[config.mk]
export PLATFORM = sky130hd
export DESIGN_NAME = if_prefetch_queue
export DESIGN_NICKNAME = d
export VERILOG_FILES = /design/src/rtl/if_prefetch_queue.sv
export SDC_FILE = /design/constraint.sdc
export NUM_CORES = 1
export LEC_CHECK = 0
export BUFFER_PORTS_ARGS = -buffer_cell sky130_fd_sc_hd__buf_4
export CAP_MARGIN = 20
export CORE_UTILIZATION = 25
export CTS_BUF_LIST = sky130_fd_sc_hd__clkbuf_16
export CTS_CLUSTER_SIZE = 10
export DETAILED_ROUTE_END_ITERATION = 8
export SLEW_MARGIN = 15
export SYNTH_ARGS = -nofsm -noshare
export SYNTH_HDL_FRONTEND = slang
export SYNTH_SLANG_ARGS = --single-unit
[constraint.sdc]
create_clock -name clk1 -period 2.5 [get_ports clk1]
set_clock_uncertainty 0.15 [all_clocks]
set_input_delay 0.125 -clock clk1 [delete_from_list [all_inputs] [get_ports clk1]]
set_output_delay 0.125 -clock clk1 [all_outputs]
set_load 0.01 [all_outputs]
[src/rtl/if_prefetch_queue.sv]
// Instruction-fetch stage: issues sequential reads to a 1-cycle-latency memory and
// buffers {word, pc} in a small FIFO that decode drains over a valid/ready handshake.
module if_prefetch_queue #(
   parameter int             IW       = 12,
   parameter int             AW       = 10,
   parameter int             DEPTH    = 4,
   parameter logic [AW-1:0]  RESET_PC = '0
) (
   input  logic                       clk1,
   input  logic                       rst_n,
   output logic                       mem_rd_en,
   output logic [AW-1:0]              mem_addr,
   input  logic [IW-1:0]              mem_rdata,
   output logic                       ir_valid,
   input  logic                       ir_ready,
   output logic [IW-1:0]              ir_word,
   output logic [AW-1:0]              ir_pc,
   input  logic                       redirect,
   input  logic [AW-1:0]              redirect_pc,
   input  logic                       skip,
   input  logic                       halt,
   output logic [$clog2(DEPTH):0]     count
);

   localparam int PW = $clog2(DEPTH);
   localparam int CW = PW + 1;

   // Handshake: decode takes the head entry in any cycle where ir_valid and
   // ir_ready are both high; ir_word/ir_pc are stable while ir_valid is held.

   logic [AW-1:0] fetch_pc_q, fetch_pc_d;
   logic          active_q;
   logic          inflight_q, inflight_d;
   logic [AW-1:0] infl_pc_q, infl_pc_d;
   logic          infl_epoch_q, infl_epoch_d;
   logic          epoch_q, epoch_d;
   logic          skip_pend_q, skip_pend_d;
   logic [PW-1:0] rd_ptr_q, rd_ptr_d;
   logic [PW-1:0] wr_ptr_q, wr_ptr_d;
   logic [CW-1:0] count_q, count_d;
   logic [IW-1:0] word_q [DEPTH];
   logic [AW-1:0] pcs_q  [DEPTH];

   logic empty;
   logic issue;
   logic arrival;
   logic drop_arrival;
   logic push;
   logic pop;

   always_comb begin
      empty        = (count_q == '0);
      // active_q holds off the first issue until the cycle after reset release
      issue        = active_q && !halt && !redirect &&
                     (((CW+1)'(count_q) + (CW+1)'(inflight_q)) < (CW+1)'(DEPTH));
      arrival      = inflight_q && (infl_epoch_q == epoch_q) && !redirect;
      drop_arrival = skip_pend_q || (skip && empty);
      push         = arrival && !drop_arrival;
      pop          = !redirect && !empty && (skip || (ir_ready && !skip_pend_q));

      fetch_pc_d   = fetch_pc_q;
      inflight_d   = issue;
      infl_pc_d    = infl_pc_q;
      infl_epoch_d = infl_epoch_q;
      epoch_d      = epoch_q;
      skip_pend_d  = skip_pend_q;
      rd_ptr_d     = rd_ptr_q;
      wr_ptr_d     = wr_ptr_q;
      count_d      = count_q;

      if (redirect) begin
         fetch_pc_d  = redirect_pc;
         epoch_d     = ~epoch_q;
         skip_pend_d = 1'b0;
         rd_ptr_d    = '0;
         wr_ptr_d    = '0;
         count_d     = '0;
      end else begin
         if (issue) begin
            fetch_pc_d   = fetch_pc_q + AW'(1);
            infl_pc_d    = fetch_pc_q;
            infl_epoch_d = epoch_q;
         end
         // A pending skip is consumed by the first word that actually arrives
         if (arrival) skip_pend_d = 1'b0;
         else         skip_pend_d = skip_pend_q || (skip && empty);
         if (push) wr_ptr_d = wr_ptr_q + PW'(1);
         if (pop)  rd_ptr_d = rd_ptr_q + PW'(1);
         count_d = count_q + CW'(push) - CW'(pop);
      end
   end

   always_ff @(posedge clk1 or negedge rst_n) begin
      if (!rst_n) begin
         fetch_pc_q   <= RESET_PC;
         active_q     <= 1'b0;
         inflight_q   <= 1'b0;
         infl_pc_q    <= '0;
         infl_epoch_q <= 1'b0;
         epoch_q      <= 1'b0;
         skip_pend_q  <= 1'b0;
         rd_ptr_q     <= '0;
         wr_ptr_q     <= '0;
         count_q      <= '0;
      end else begin
         fetch_pc_q   <= fetch_pc_d;
         active_q     <= 1'b1;
         inflight_q   <= inflight_d;
         infl_pc_q    <= infl_pc_d;
         infl_epoch_q <= infl_epoch_d;
         epoch_q      <= epoch_d;
         skip_pend_q  <= skip_pend_d;
         rd_ptr_q     <= rd_ptr_d;
         wr_ptr_q     <= wr_ptr_d;
         count_q      <= count_d;
      end
   end

   always_ff @(posedge clk1 or negedge rst_n) begin
      if (!rst_n) begin
         for (int i = 0; i < DEPTH; i++) begin
            word_q[i] <= '0;
            pcs_q[i]  <= '0;
         end
      end else if (push) begin
         word_q[wr_ptr_q] <= mem_rdata;
         pcs_q[wr_ptr_q]  <= infl_pc_q;
      end
   end

   assign mem_rd_en = issue;
   assign mem_addr  = fetch_pc_q;
   assign ir_valid  = !empty && !skip_pend_q;
   assign ir_word   = word_q[rd_ptr_q];
   assign ir_pc     = pcs_q[rd_ptr_q];
   assign count     = count_q;

endmodule

Word-level counts from Yosys, hierarchy flattened

Index checks and enable logic that the tools add are counted.

Register bits: 120
Bits of input ports: 28
Output and inout bits: 37
Logic and storage cells: 78

Add/subtract/negate cells: 6
Magnitude comparators: 4
Eq/ne operators: 1
Multiplexer cells: 21
Bitwise logic cells: 4
Reductions and logical operators: 24

Operators by type and width:

| kind                                               | count |
|---|---|
| 2-to-1 mux 10 bit                                  | 5 |
| bitwise mux 48 bit                                 | 1 |
| bitwise mux 40 bit                                 | 1 |
| 2-to-1 mux 12 bit                                  | 3 |
| binary-select mux 12 bit (select 2 bit)            | 1 |
| demux 12 bit (select 2 bit)                        | 1 |
| binary-select mux 10 bit (select 2 bit)            | 1 |
| demux 10 bit (select 2 bit)                        | 1 |
| logical AND 1 bit                                  | 12 |
| adder 10 x 1 -> 10 bit, second input constant      | 1 |
| 2-to-1 mux 2 bit                                   | 4 |
| >= comparator 3 bit, second input constant         | 2 |
| NOT 2 -> 3 bit                                     | 2 |
| nonzero test 2 bit                                 | 3 |
| zero test 1 bit                                    | 5 |
| adder 2 x 1 -> 2 bit, second input constant        | 2 |
| adder 3 x 1 -> 4 bit                               | 1 |
| < comparator 4 x 3 -> 1 bit, second input constant | 1 |
| adder 3 x 1 -> 3 bit                               | 1 |
| zero test 3 bit                                    | 1 |
| < comparator 3 x 1 -> 1 bit, second input constant | 1 |
| 2-to-1 mux 3 bit                                   | 1 |
| subtractor 3 x 1 -> 3 bit                          | 1 |
| logical OR 1 bit                                   | 2 |
| other kinds (4)                                    | 6 |

Longest topological paths before layout

Gate-level depths: netlist (run 1).

Word-level depth: 8
Gate-level depth with buffers: 10
Gate-level depth less buffers: 10

Worst setup path after synthesis (run 1)

No wires, ideal clock.

Path kind: register -> register
Start: register count_q[1], in the netlist count[1]
End: register count_q[2], in the netlist count[2]
Setup time: 132 ps
Data arrival time: 2236 ps
Required time: 2218 ps
Slack: -18 ps
Cell stages (with the launch flop): 11
Buffers on the path: 0
Cell sequence: dfrtp_1 nor3_1 a2111oi_4 inv_1 ha_1 inv_1 ha_1 inv_1 fa_1 xnor2_1 nor2_1

Cells in the longest elaborated chain, start to end: 8
Elaborated cells between the ends (all ways): 11

RTL lines:

| element                     | line | RTL |
|---|---|---|
| start, declared             | 40   | `logic [CW-1:0] count_q, count_d;` |
| start signal, assigned      | 115  | `count_q <= count_d;` |
| zero test 3 bit             | 52   | `empty = (count_q == '0);` |
| logical AND 1 bit           | 57   | `drop_arrival = skip_pend_q \|\| (skip && empty);` |
| logical OR 1 bit            | 57   |  |
| zero test 1 bit             | 58   | `push = arrival && !drop_arrival;` |
| logical AND 1 bit           | 58   |  |
| adder 3 x 1 -> 3 bit        | 89   | `count_d = count_q + CW'(push) - CW'(pop);` |
| subtractor 3 x 1 -> 3 bit * | 89   |  |
| 2-to-1 mux 3 bit *          | 71   | `if (redirect) begin` |
| named net count_d[2]        | 40   |  |

The timed path passes the listed nets; every way through them passes the cells marked *.
A chain may end at the register's enable or synchronous reset.

Worst setup path after layout (run 1)

Start: register count_q[0], in the netlist count[0]
End: register count_q[2], in the netlist count[2]

The elaborated chain is that of the path after synthesis.

==> summary.md, run 1 <==
| Metric | Value |
|---|---|
| CTS H-tree depth | 4 |
| Status | finished clean |
| Row count | between 50 and 60 |
| Post-Synthesis Cell Area | about 5400 um2 |
| Post-DP Area | approximately 6400 um2 |
| Largest stage delay, worst path | 420 ps |
| Static leakage | between 3 and 4 nW |
| R2R depth | 11 |
| Cell family with most CP delay | adder cells |
| Syn nets | 400 |
| Register-to-register setup slack | 70 ps |
| Worst hold stages | 5 |
| Sequential fraction of the synthesis area | 0.558 |
| CTS max path bufs | 2 |
| Core Area | about 21000 um2 |
| IO Port Bufs | 64 |
| CP bufs+invs | 4 |
| Flop pwr share | 0.389 |
| Ant diodes | 0 |
| Final-report hold violation count | 0 |
| WP data required | between 2000 and 3000 ps |
| Syn-to-layout area delta | 34.1% |
| Worst VDD drop | about 530 uV |
| Largest net degree at the start of global routing | 52 |
| Final wirelength | between 10 and 15 mm |
| Most used cell, CP | inv_1 |
| Num CTS Buffers | 17 |
| Syn Inst Count | ~360 |
| Syn. warnings | 0 |
| Max Fclk | between 400 and 500 MHz |
| Clk slew on worst S/H paths | 60 ps |
| Post-route cell area | 7210 um2 |
| Via count | between 3000 and 4000 |
| Gr ovfl total | 0 |
| Most frequent cell after synthesis | dfrtp_1 |
| DP HPWL | between 8 and 9 mm |
| Worst r2r src | count[0] |
| Sw frac | 0.281 |
| Nets | ~520 |
| RSZ-0062 raised after global routing | yes |
| Yosys top cell by area | dfrtp_1 |
| Number of global-route vias before repair | roughly 3800 |
| Tot Pwr | roughly 6.5 mW |
| 1st-iter DRT viols | 92 |
| Filler instances | slightly above 2000 |
| GP Congestion | slightly below 0.8 |
| Tcrit/Tclk final | 0.973 |
| Max Cap Violations | 0 |
| Crit path launch type | register |
| CP max stage cell | dfrtp_2 |
| Crit Reg-Reg Endpoint | count[2] |
| Most used flip-flop cell after synthesis | dfrtp_1 |
| Top Ports | 65 |
| Top cells by count, synth | dfrtp_1, mux2_2, mux4_2, nor2_1, nand2_1 |
| Die width | 149 um |
| EDFF count, synth | 0 |
| CTS tree | built |
| Finish-stage setup viols | 0 |
| Antenna Nets Post-Route | 0 |
| CTS Sinks | between 100 and 150 |
| P_int | 4.67 mW |
| Setup tns final | 0 ps |
| Critical-path cell list | nor3_1 -> buf_4 -> a2111oi_4 -> inv_1 -> ha_1 -> inv_1 -> ha_1 -> inv_1 -> fa_2 -> xnor2_2 -> nor2_1 |
| Layout cells sized above 1 | 0.501 |
| CP Class | reg2reg |
| Psw | ~1.8 mW |
| Die Area | 22100 um2 |
| Top post-synthesis cells by area | dfrtp_1, mux2_2, mux4_2 |
| First-pass GRT wire length | 20.0 mm |
| Wire length per cell | between 15 and 20 um |
| Yosys top cell area share | 0.558 |
| Ys async rst share | 1.00 |
| Crit path capture type | register |
| Max FO, Critical Path | 7 |
| Router iterations before antenna repair | 4 |
| PD cells | approximately 900 nW/um2 |
| Overall Global Routing Usage | 0.120 |
| Die Y-Extent | ~150 um |
| Clock latency on the worst-skew pair | ~420 ps |
| Hold crit path type | in2reg |
| Mean Syn Cell Area | 14.8 um2 |
| Flops & latches, synth | 120 |
| Fin crit period | 2430 ps |
| Via density | 4.53 |
| Logic pwr share | 0.262 |
| Clk root buf | clkbuf_16 |
| Cell variety after synth | 37 |
| Final Max Slew Viols | 0 |
| # DRC | 0 |
| Clock share of power | 0.349 |
| Initial cell density of the core | 0.255 |
| Data arrival, critical path | around 2600 ps |
| Worst-Margin Slew | approximately 670 ps |
| Min-delay src | ir_ready |
| Max-Slew Margin vs Limit | 0.554 |
| Hold Crit Endpoint | rd_ptr_q[0] |
| Initial antenna violation count | 0 |
-- worst reg2reg max path, delay by kind of cell, from the launching register on --
family / cells / cell delay [ps]
adder cells (fa/ha/maj): 3 / 790
buffers and inverters: 4 / 340
XOR/XNOR: 1 / 160
flip-flops: 1 / 420
AO/OA/AOI/OAI: 1 / 340
AND/OR/NAND/NOR: 2 / 120
-- metal layers --
metal / share of wire / track usage / vias up / wire length (um)
li1: - / - / 1576 / -
met1: 0.43 / 0.147 / 1779 / 5370
met2: 0.50 / 0.204 / 97 / 6200
met3: 0.046 / 0.0270 / 17 / 563
met4: 0.018 / 0.0459 / 0 / 219
met5: 0 / 0 / - / 0
-- worst max-delay path by stage --
stage | start | endpoint | slack (ps) | depth (start not counted)
detailed placement | count[0] | count[2] | 30 | 10
global route | count[0] | count[2] | -30 | 11
floorplan | count[1] | count[2] | 40 | 10
finish | count[0] | count[2] | 70 | 11
global placement | count[0] | count[2] | 140 | 10
CTS | count[0] | count[2] | 5 | 11
-- power groups by stage --
stage	Sequential, mW	Clock, mW	Combinational [mW]
detailed placement	2.56	0	1.63
finish	2.53	2.27	1.70
global route	2.58	2.40	1.85
global placement	2.52	0	1.60
floorplan	2.45	0	0.965
CTS	2.53	2.32	1.67
-- flip-flops by register name, summed over array words and instances, names as in the netlist --
signal	count
active_q	1
count	3
epoch_q	1
infl_epoch_q	1
infl_pc_q	10
inflight_q	1
mem_addr	10
pcs_q	40
rd_ptr_q	2
skip_pend_q	1
word_q	48
wr_ptr_q	2
-- placed cells by master, fill, tap and decap left out, types with 3 or more instances in the layout --
cell type	instances
a31oi_1	5
buf_12	6
buf_4	82
clkbuf_16	17
clkinv_2	5
dfrtp_1	117
dfrtp_2	3
dlygate4sd3_1	25
ha_1	8
inv_1	14
mux2_2	100
mux4_2	22
nand2_1	13
nand3_1	3
nand4_1	5
nor2_1	14
o21ai_0	9
or3_1	4
xor2_1	4
-- per-stage QoR --
stage	cells	util	worst slack, ps	hold slack, ps
after floorplan	363	-	36.0	-321
after global placement	704	0.301	145	40.5
after detailed placement	704	0.301	28.9	57.3
after CTS	761	0.339	4.81	131
after global routing	766	0.342	-30.0	177
final	766	0.342	67.4	133
-- logic make-up (layout without fill, tap and decap cells) --
| family | Yosys count | count (layout) | share of synthesized area |
|---|---|---|---|
| AOI/OAI and AO/OA | 26 | 26 | 0.0365 |
| and+or+nand+nor | 49 | 49 | 0.0442 |
| adders and majority gates | 9 | 9 | 0.0223 |
| muxes | 124 | 124 | 0.305 |
| buffers and inverters | 27 | 155 | 0.0212 |
| DFF | 120 | 120 | 0.558 |
| xor gates and xnor gates | 7 | 7 | 0.0114 |
| other | 1 | 1 | 0.000697 |
-- what timing repair did --
action	CTS	global route
gates resized for setup	0	6
setup endpoints to repair	0	3
hold endpoints to repair	110	0
hold buffers	25	0
buffers inserted	0	5
-- area by class of cell --
cell class | instances | area (um2) | share of cell area
Tap cell | 275 | 344 | 0.0477
Timing Repair Buffer | 113 | 986 | 0.137
Multi-Input combinational cell | 216 | 2290 | 0.317
Clock inverter | 15 | 123 | 0.0170
Inverter | 10 | 37.5 | 0.00521
Clock buffer | 17 | 425 | 0.0590
Sequential cell | 120 | 3010 | 0.417
No activity file was read; power rests on OpenSTA's default activity.
==> run 2, diff against run 1 <==
--- a/config.mk
+++ b/config.mk
@@ -5,6 +5,7 @@
 export SDC_FILE = /design/constraint.sdc
 export NUM_CORES = 1
 export LEC_CHECK = 0
+export ABC_AREA = 1
 export BUFFER_PORTS_ARGS = -buffer_cell sky130_fd_sc_hd__buf_4
 export CAP_MARGIN = 20
 export CORE_UTILIZATION = 25
==> run 2 against run 1 <==
Against the previous run:
- first-iteration DRC count rose to 5.0 times the previous value
- via count rose by 56%
- flip-flop and latch count did not move
- critical path type is now reg2out
- worst setup slack improved by 180 ps
- cell count rose by 49%
- die area rose by 11%
==> summary.md, run 2 <==
| Metric | Value |
|---|---|
| Status | finished clean (unchanged) |
| Most flops, register | word_q (unchanged) |
| 1st-iter DRT viols | 457 (was 92) |
| CTS max path bufs | 2 (unchanged) |
| Top cells by count, synth | nand2_1, dfrtp_1, nand4_1, nor2_1, o21ai_0 (was dfrtp_1, mux2_2, mux4_2, nor2_1, nand2_1) |
| Setup slack at placement | 311 ps (was 28.9 ps) |
| Sw frac | 0.352 (was 0.281) |
| Nets | 847 (was 515) |
| Post-DP Area | 6760 um2 (was 6360 um2) |
| Worst VDD drop | 428 uV (was 525 uV) |
| Largest net degree at the start of global routing | 52 (unchanged) |
| Worst-Margin Slew | 569 ps (was 669 ps) |
| Psw | 2.68 mW (was 1.83 mW) |
| Filler instances | 2477 (was 2051) |
| Max Cap Violations | 0 (unchanged) |
| Flop pwr share | 0.325 (was 0.389) |
| Max FO, Critical Path | 34 (was 7) |
| Final wirelength | 17.0 mm (was 12.4 mm) |
| Static leakage | 3.92 nW (was 3.40 nW) |
| Final-report hold violation count | 0 (unchanged) |
| Data arrival, critical path | 1980 ps (was 2580 ps) |
| Fin crit period | 2250 ps (was 2430 ps) |
| Via count | 5424 (was 3469) |
| Syn nets | 770 (was 400) |
| Top post-synthesis cells by area | dfrtp_1, nand2_1, nand4_1 (was dfrtp_1, mux2_2, mux4_2) |
| Yosys top cell by area | dfrtp_1 (unchanged) |
| Clock share of power | 0.348 (was 0.349) |
| Finish-stage setup viols | 0 (unchanged) |
| Clock latency on the worst-skew pair | 410 ps (was 420 ps) |
| Most used flip-flop cell after synthesis | dfrtp_1 (unchanged) |
| Cell variety after synth | 30 (was 37) |
| Row count | 56 (was 53) |
| PD cells | 996 nW/um2 (was 901 nW/um2) |
| WP data required | 2230 ps (was 2650 ps) |
| Clk root buf | clkbuf_16 (unchanged) |
| IO Port Bufs | 64 (unchanged) |
| Syn-to-layout area delta | 27.7% (was 34.1%) |
| Post-Synthesis Cell Area | 5990 um2 (was 5380 um2) |
| Most frequent cells in the layout | nand2_1, dfrtp_1, nand4_1, buf_4, nor2_1 (was dfrtp_1, mux2_2, buf_4, dlygate4sd3_1, mux4_2) |
| Setup tns final | 0 ps (unchanged) |
| Core Area | 23500 um2 (was 21100 um2) |
| Die Y-Extent | 157 um (was 149 um) |
| P_int | 4.94 mW (was 4.67 mW) |
| Syn Inst Count | 733 (was 363) |
| Sequential fraction of the synthesis area | 0.502 (was 0.558) |
| Number of global-route vias before repair | 5199 (was 3792) |
| Post-route cell area | 7650 um2 (was 7210 um2) |
| EDFF count, synth | 0 (unchanged) |
| Final worst slack | 247 ps (was 67.4 ps) |
| Antenna Nets Post-Route | 0 (unchanged) |
| Initial antenna violation count | 0 (unchanged) |
| Die Area | 24600 um2 (was 22100 um2) |
| Most frequent cell after synthesis | nand2_1 (was dfrtp_1) |
| Router iterations before antenna repair | 5 (was 4) |
| Flip-flop and latch area | 3000 um2 (was 3010 um2) |
| Max Fclk | 444 MHz (was 411 MHz) |
| Max-Slew Margin vs Limit | 0.620 (was 0.554) |
| Tcrit/Tclk final | 0.901 (was 0.973) |
| Final Max Slew Viols | 0 (unchanged) |
| Initial cell density of the core | 0.255 (about the same) |
| Final Util | 0.326 (was 0.342) |
| CTS Sinks | 120 (unchanged) |
| Crit path capture type | output port (was register) |
| CTS tree | built (unchanged) |
| Top Ports | 65 (unchanged) |
| Ys async rst share | 1.00 (unchanged) |
| Ant diodes | 0 (unchanged) |
| Syn. warnings | 0 (unchanged) |
| Wire length per cell | 14.9 um (was 16.1 um) |
| Min Hold Slack | 18.5 ps (was 133 ps) |
| # DRC | 0 (unchanged) |
| Commonest non-fill, non-tap cell in the layout | nand2_1 (was dfrtp_1) |
| DP HPWL | 10.1 mm (was 8.22 mm) |
| Mean Syn Cell Area | 8.17 um2 (was 14.8 um2) |
| CP Class | reg2out (was reg2reg) |
| Gr ovfl total | 0 (unchanged) |
| Flops & latches, synth | 120 (unchanged) |
| Resize count post-CTS | 0 (unchanged) |
| Largest regs | word_q x48, pcs_q x40 (unchanged) |
| CTS H-tree depth | 4 (unchanged) |
| Logic pwr share | 0.327 (was 0.262) |
| Layout cells sized above 1 | 0.151 (was 0.501) |
| Crit path launch type | register (unchanged) |
| Multi-input gate area | 2560 um2 (was 2290 um2) |
| Yosys top cell area share | 0.502 (was 0.558) |
| RSZ-0062 raised after global routing | no (was yes) |
| Die width | 157 um (was 149 um) |
| Num CTS Buffers | 17 (unchanged) |
| First-pass GRT wire length | 27.7 mm (was 20.0 mm) |
| GP Congestion | 0.788 (was 0.774) |
| Clk slew on worst S/H paths | 60 ps (about the same) |
| Overall Global Routing Usage | 0.145 (was 0.120) |
| Hold crit path type | in2reg (unchanged) |
| Postcts setup bufs | 0 (unchanged) |
| Via density | 4.75 (was 4.53) |
| Largest register FFs | 48 (unchanged) |
run 2: cell count changes after synthesis, moves of 26 or more:
cell	change
nand3_1	+26
o21ai_0	+45
nor2_1	+43
mux2_2	-100
nand4_1	+86
nand2_1	+231
run 2: area by class of cell:
cell class / instances / share of cell area
clock buffer: 17 / 0.0556
clock inverter: 15 / 0.0273
inverter: 29 / 0.0144
multi-input combinational: 529 / 0.335
sequential: 120 / 0.393
tap: 319 / 0.0522
timing repair buffer: 113 / 0.122
run 2: worst max-delay path, cell delays in order, from the launching register on:
cell,delay [ps]
dfrtp_1,360
clkinv_1,370
buf_12,320
o21ai_0,230
o22ai_1,120
buf_4,160
run 2: stage by stage:
step / std cells / power [mW]
2_1_floorplan: 733 / 3.92
3_3_place_gp: 1085 / 4.97
3_5_place_dp: 1085 / 4.98
4_1_cts: 1142 / 7.67
5_1_grt: 1142 / 8.09
6_report: 1142 / 7.61
run 2: power by group through the flow:
stage,Combinational [mW],Clock (mW),Sequential [mW]
after floorplan,1.46,0,2.46
after global placement,2.47,0,2.49
after detailed placement,2.47,0,2.50
after CTS,2.51,2.69,2.47
after global routing,2.76,2.80,2.52
final,2.49,2.65,2.48
run 2: worst paths after layout:
path                             start     endpoint  slack [ps]  cells past startpoint
setup / recovery           rd_ptr_q[0]   ir_word[6]         250                      5
hold / removal                    skip  wr_ptr_q[0]          20                      5
setup reg to reg              count[2]    word_q[7]         290                      8
hold reg to reg              pcs_q[24]    pcs_q[24]         310                      2
max in group asynchronous        rst_n  mem_addr[6]        1430                      3
min in group asynchronous        rst_n    word_q[1]          60                      2
run 2: timing repair:
item | CTS | global route
hold buffers | 25 | 0
setup endpoints to repair | 0 | 0
hold endpoints to repair | 161 | 0
run 2: per-layer routing:
metal	track usage	vias up	wire [um]
li1	-	2629	-
met4	0.0322	0	91
met2	0.223	176	7530
met1	0.203	2610	8290
met3	0.0354	9	1080
met5	0	-	0
run 2: kinds of logic after synthesis:
family	after synthesis	share of synthesized area
simple gates	428	0.321
flops	120	0.502
compound gates	88	0.0809
buf+inv	84	0.0713
fa+ha+maj	9	0.0201
xor+xnor	3	0.00439
other cells	1	0.000626
==> run 3, diff against run 2 <==
--- a/config.mk
+++ b/config.mk
@@ -8,10 +8,11 @@
 export ABC_AREA = 1
 export BUFFER_PORTS_ARGS = -buffer_cell sky130_fd_sc_hd__buf_4
 export CAP_MARGIN = 20
-export CORE_UTILIZATION = 25
+export CORE_UTILIZATION = 53
 export CTS_BUF_LIST = sky130_fd_sc_hd__clkbuf_16
 export CTS_CLUSTER_SIZE = 10
 export DETAILED_ROUTE_END_ITERATION = 8
+export PLACE_DENSITY = 0.76
 export SLEW_MARGIN = 15
 export SYNTH_ARGS = -nofsm -noshare
 export SYNTH_HDL_FRONTEND = slang
==> run 3 against run 2 <==
Against the previous run:
- first-iteration DRC count grew 30%
- worst hold slack hardly changed
- utilization increased by 34 points
- via count grew 4.4%
- maximum frequency is 2.2% lower
- die area shrank 52%
- flip-flop and latch count is the same
- global-route usage increased by 15 points
- total power decreased by 8.9%
- critical path depth increased by 7
- non-clock buffer count grew 5
- critical path type is now reg2reg
==> summary.md, run 3 (same netlist as run 2, synthesis figures left out) <==
| Metric | Value |
|---|---|
| Number of global-route vias before repair | 5420 (was 5199) |
| Router iterations before antenna repair | 7 (was 5) |
| Psw | 2.54 mW (was 2.68 mW) |
| PD cells | 950 nW/um2 (was 996 nW/um2) |
| Final Util | 0.668 (was 0.326) |
| Syn-to-layout area delta | 22.0% (was 27.7%) |
| Clk slew on worst S/H paths | 50 ps (was 60 ps) |
| Gr ovfl total | 0 (unchanged) |
| Die Y-Extent | 108 um (was 157 um) |
| Die width | 108 um (was 157 um) |
| Tcrit/Tclk final | 0.922 (was 0.901) |
| Max-Slew Margin vs Limit | 0.539 (was 0.620) |
| Largest stage delay, worst path | 430 ps (was 370 ps) |
| Register-to-register setup slack | 200 ps (was 290 ps) |
| Final Max Slew Viols | 0 (unchanged) |
| Setup slack at placement | 216 ps (was 311 ps) |
| Die Area | 11700 um2 (was 24600 um2) |
| Worst hold stages | 5 (unchanged) |
| Max Cap Violations | 0 (unchanged) |
| Filler instances | 897 (was 2477) |
| Postcts setup bufs | 0 (unchanged) |
| Worst VDD drop | 690 uV (was 428 uV) |
| Crit path capture type | register (was output port) |
| GP Congestion | 0.843 (was 0.788) |
| WP data required | 2650 ps (was 2230 ps) |
| R2R depth | 12 (was 8) |
| Crit Reg-Reg Endpoint | count[2] (was word_q[7]) |
| Static leakage | 3.91 nW (was 3.92 nW) |
| CTS max path bufs | 2 (unchanged) |
| Largest register FFs | 48 (unchanged) |
| Min-delay src | ir_ready (was skip) |
| Nets | 852 (was 847) |
| Worst r2r src | count[0] (was count[2]) |
| Crit path launch type | register (unchanged) |
| Largest net degree at the start of global routing | 63 (was 52) |
| Clock latency on the worst-skew pair | 420 ps (was 410 ps) |
| # DRC | 0 (unchanged) |
| IO Port Bufs | 64 (unchanged) |
| Clock share of power | 0.291 (was 0.348) |
| Max Fclk | 434 MHz (was 444 MHz) |
| CTS Sinks | 120 (unchanged) |
| Hold Crit Endpoint | rd_ptr_q[0] (was wr_ptr_q[0]) |
| Max FO, Critical Path | 6 (was 34) |
| Flip-flop and latch area | 3000 um2 (unchanged) |
| Antenna Nets Post-Route | 0 (unchanged) |
| Setup tns final | 0 ps (unchanged) |
| First-pass GRT wire length | 26.3 mm (was 27.7 mm) |
| Sw frac | 0.367 (was 0.352) |
| Via density | 5.85 (was 4.75) |
| P_int | 4.39 mW (was 4.94 mW) |
| CP max stage cell | dfrtp_1 (was clkinv_1) |
| Most used cell, CP | nand2_1 |
| Post-cts hold buffer count | 26 (was 25) |
| Flop pwr share | 0.358 (was 0.325) |
| Status | finished clean (unchanged) |
| Initial cell density of the core | 0.547 (was 0.255) |
| 1st-iter DRT viols | 595 (was 457) |
| Num CTS Buffers | 17 (unchanged) |
| Placed cells | 910 (was 1085) |
| CTS tree | built (unchanged) |
| Finished Layout Cells | 968 (was 1142) |
| Final-report hold violation count | 0 (unchanged) |
| Final wirelength | 15.9 mm (was 17.0 mm) |
| CTS H-tree depth | 4 (unchanged) |
| Data arrival, critical path | 2450 ps (was 1980 ps) |
| Wire length per cell | 16.5 um (was 14.9 um) |
| Via count | 5660 (was 5424) |
| Row count | 38 (was 56) |
| Post-route cell area | 7300 um2 (was 7650 um2) |
| Clk root buf | clkbuf_16 (unchanged) |
| Most frequent cells in the layout | nand2_1, dfrtp_1, nand4_1, buf_4, nor2_1 (unchanged) |
| Resize count post-CTS | 0 (unchanged) |
| Post-DP Area | 6560 um2 (was 6760 um2) |
| Tot Pwr | 6.93 mW (was 7.61 mW) |
| CP Class | reg2reg (was reg2out) |
| Min Hold Slack | 18.6 ps (was 18.5 ps) |
| Hold crit path type | in2reg (unchanged) |
| Finish-stage setup viols | 0 (unchanged) |
| RSZ-0062 raised after global routing | no (unchanged) |
| Worst-Margin Slew | 691 ps (was 569 ps) |
| Fin crit period | 2300 ps (was 2250 ps) |
| Most flops, register | word_q (unchanged) |
| Logic pwr share | 0.351 (was 0.327) |
| Top Ports | 65 (unchanged) |
| Critical-path cell list | nor2_1 -> nand2_1 -> nand2_1 -> o21ai_4 -> nand2_1 -> ha_1 -> inv_1 -> ha_1 -> inv_1 -> fa_1 -> o21ai_0 -> a21oi_1 (was clkinv_1 -> buf_12 -> o21ai_0 -> o22ai_1 -> buf_4) |
| Multi-input gate area | 2560 um2 (unchanged) |
| Core Area | 10900 um2 (was 23500 um2) |
| Layout cells sized above 1 | 0.145 (was 0.151) |
| Overall Global Routing Usage | 0.294 (was 0.145) |
| DP HPWL | 9.68 mm (was 10.1 mm) |
| Largest regs | word_q x48, pcs_q x40 (unchanged) |
| Ant diodes | 0 (unchanged) |
| Final worst slack | 196 ps (was 247 ps) |
| Initial antenna violation count | 0 (unchanged) |
| Commonest non-fill, non-tap cell in the layout | nand2_1 (unchanged) |
==> run 3: worst max path at each step <==
stage	startpoint	end	cells past startpoint
2_1_floorplan	count[1]	count[2]	13
6_report	count[0]	count[2]	12
5_1_grt	count[0]	count[2]	12
3_5_place_dp	count[0]	count[2]	12
3_3_place_gp	count[0]	count[2]	12
4_1_cts	count[0]	count[2]	12
==> run 3: area by class of cell <==
type | count | share of cell area
Clock buffer | 17 | 0.0583
Clock inverter | 15 | 0.00823
Inverter | 29 | 0.0151
Multi-Input combinational cell | 529 | 0.351
Sequential cell | 120 | 0.411
Tap cell | 140 | 0.0240
Timing Repair Buffer | 118 | 0.132
==> run 3: power groups by stage <==
| stage | Combinational, mW | Clock (mW) | Sequential, mW |
|---|---|---|---|
| 3_5_place_dp | 2.38 | 0 | 2.50 |
| 5_1_grt | 2.68 | 2.13 | 2.53 |
| 2_1_floorplan | 1.46 | 0 | 2.46 |
| 3_3_place_gp | 2.32 | 0 | 2.49 |
| 6_report | 2.43 | 2.02 | 2.49 |
| 4_1_cts | 2.43 | 2.04 | 2.48 |
==> run 3: critical path: cells and delay by family (launching register included) <==
family,cells,cell delay [ps]
compound gates,3,300
flops,1,430
buf+inv,2,110
simple gates,4,450
fa+ha+maj,3,760
==> run 3: metal layers <==
metal	track usage	share of wire	up-vias
met5	0	0	-
met4	0.138	0.020	0
met3	0.0579	0.066	37
met2	0.477	0.49	248
met1	0.380	0.43	2731
li1	-	-	2644
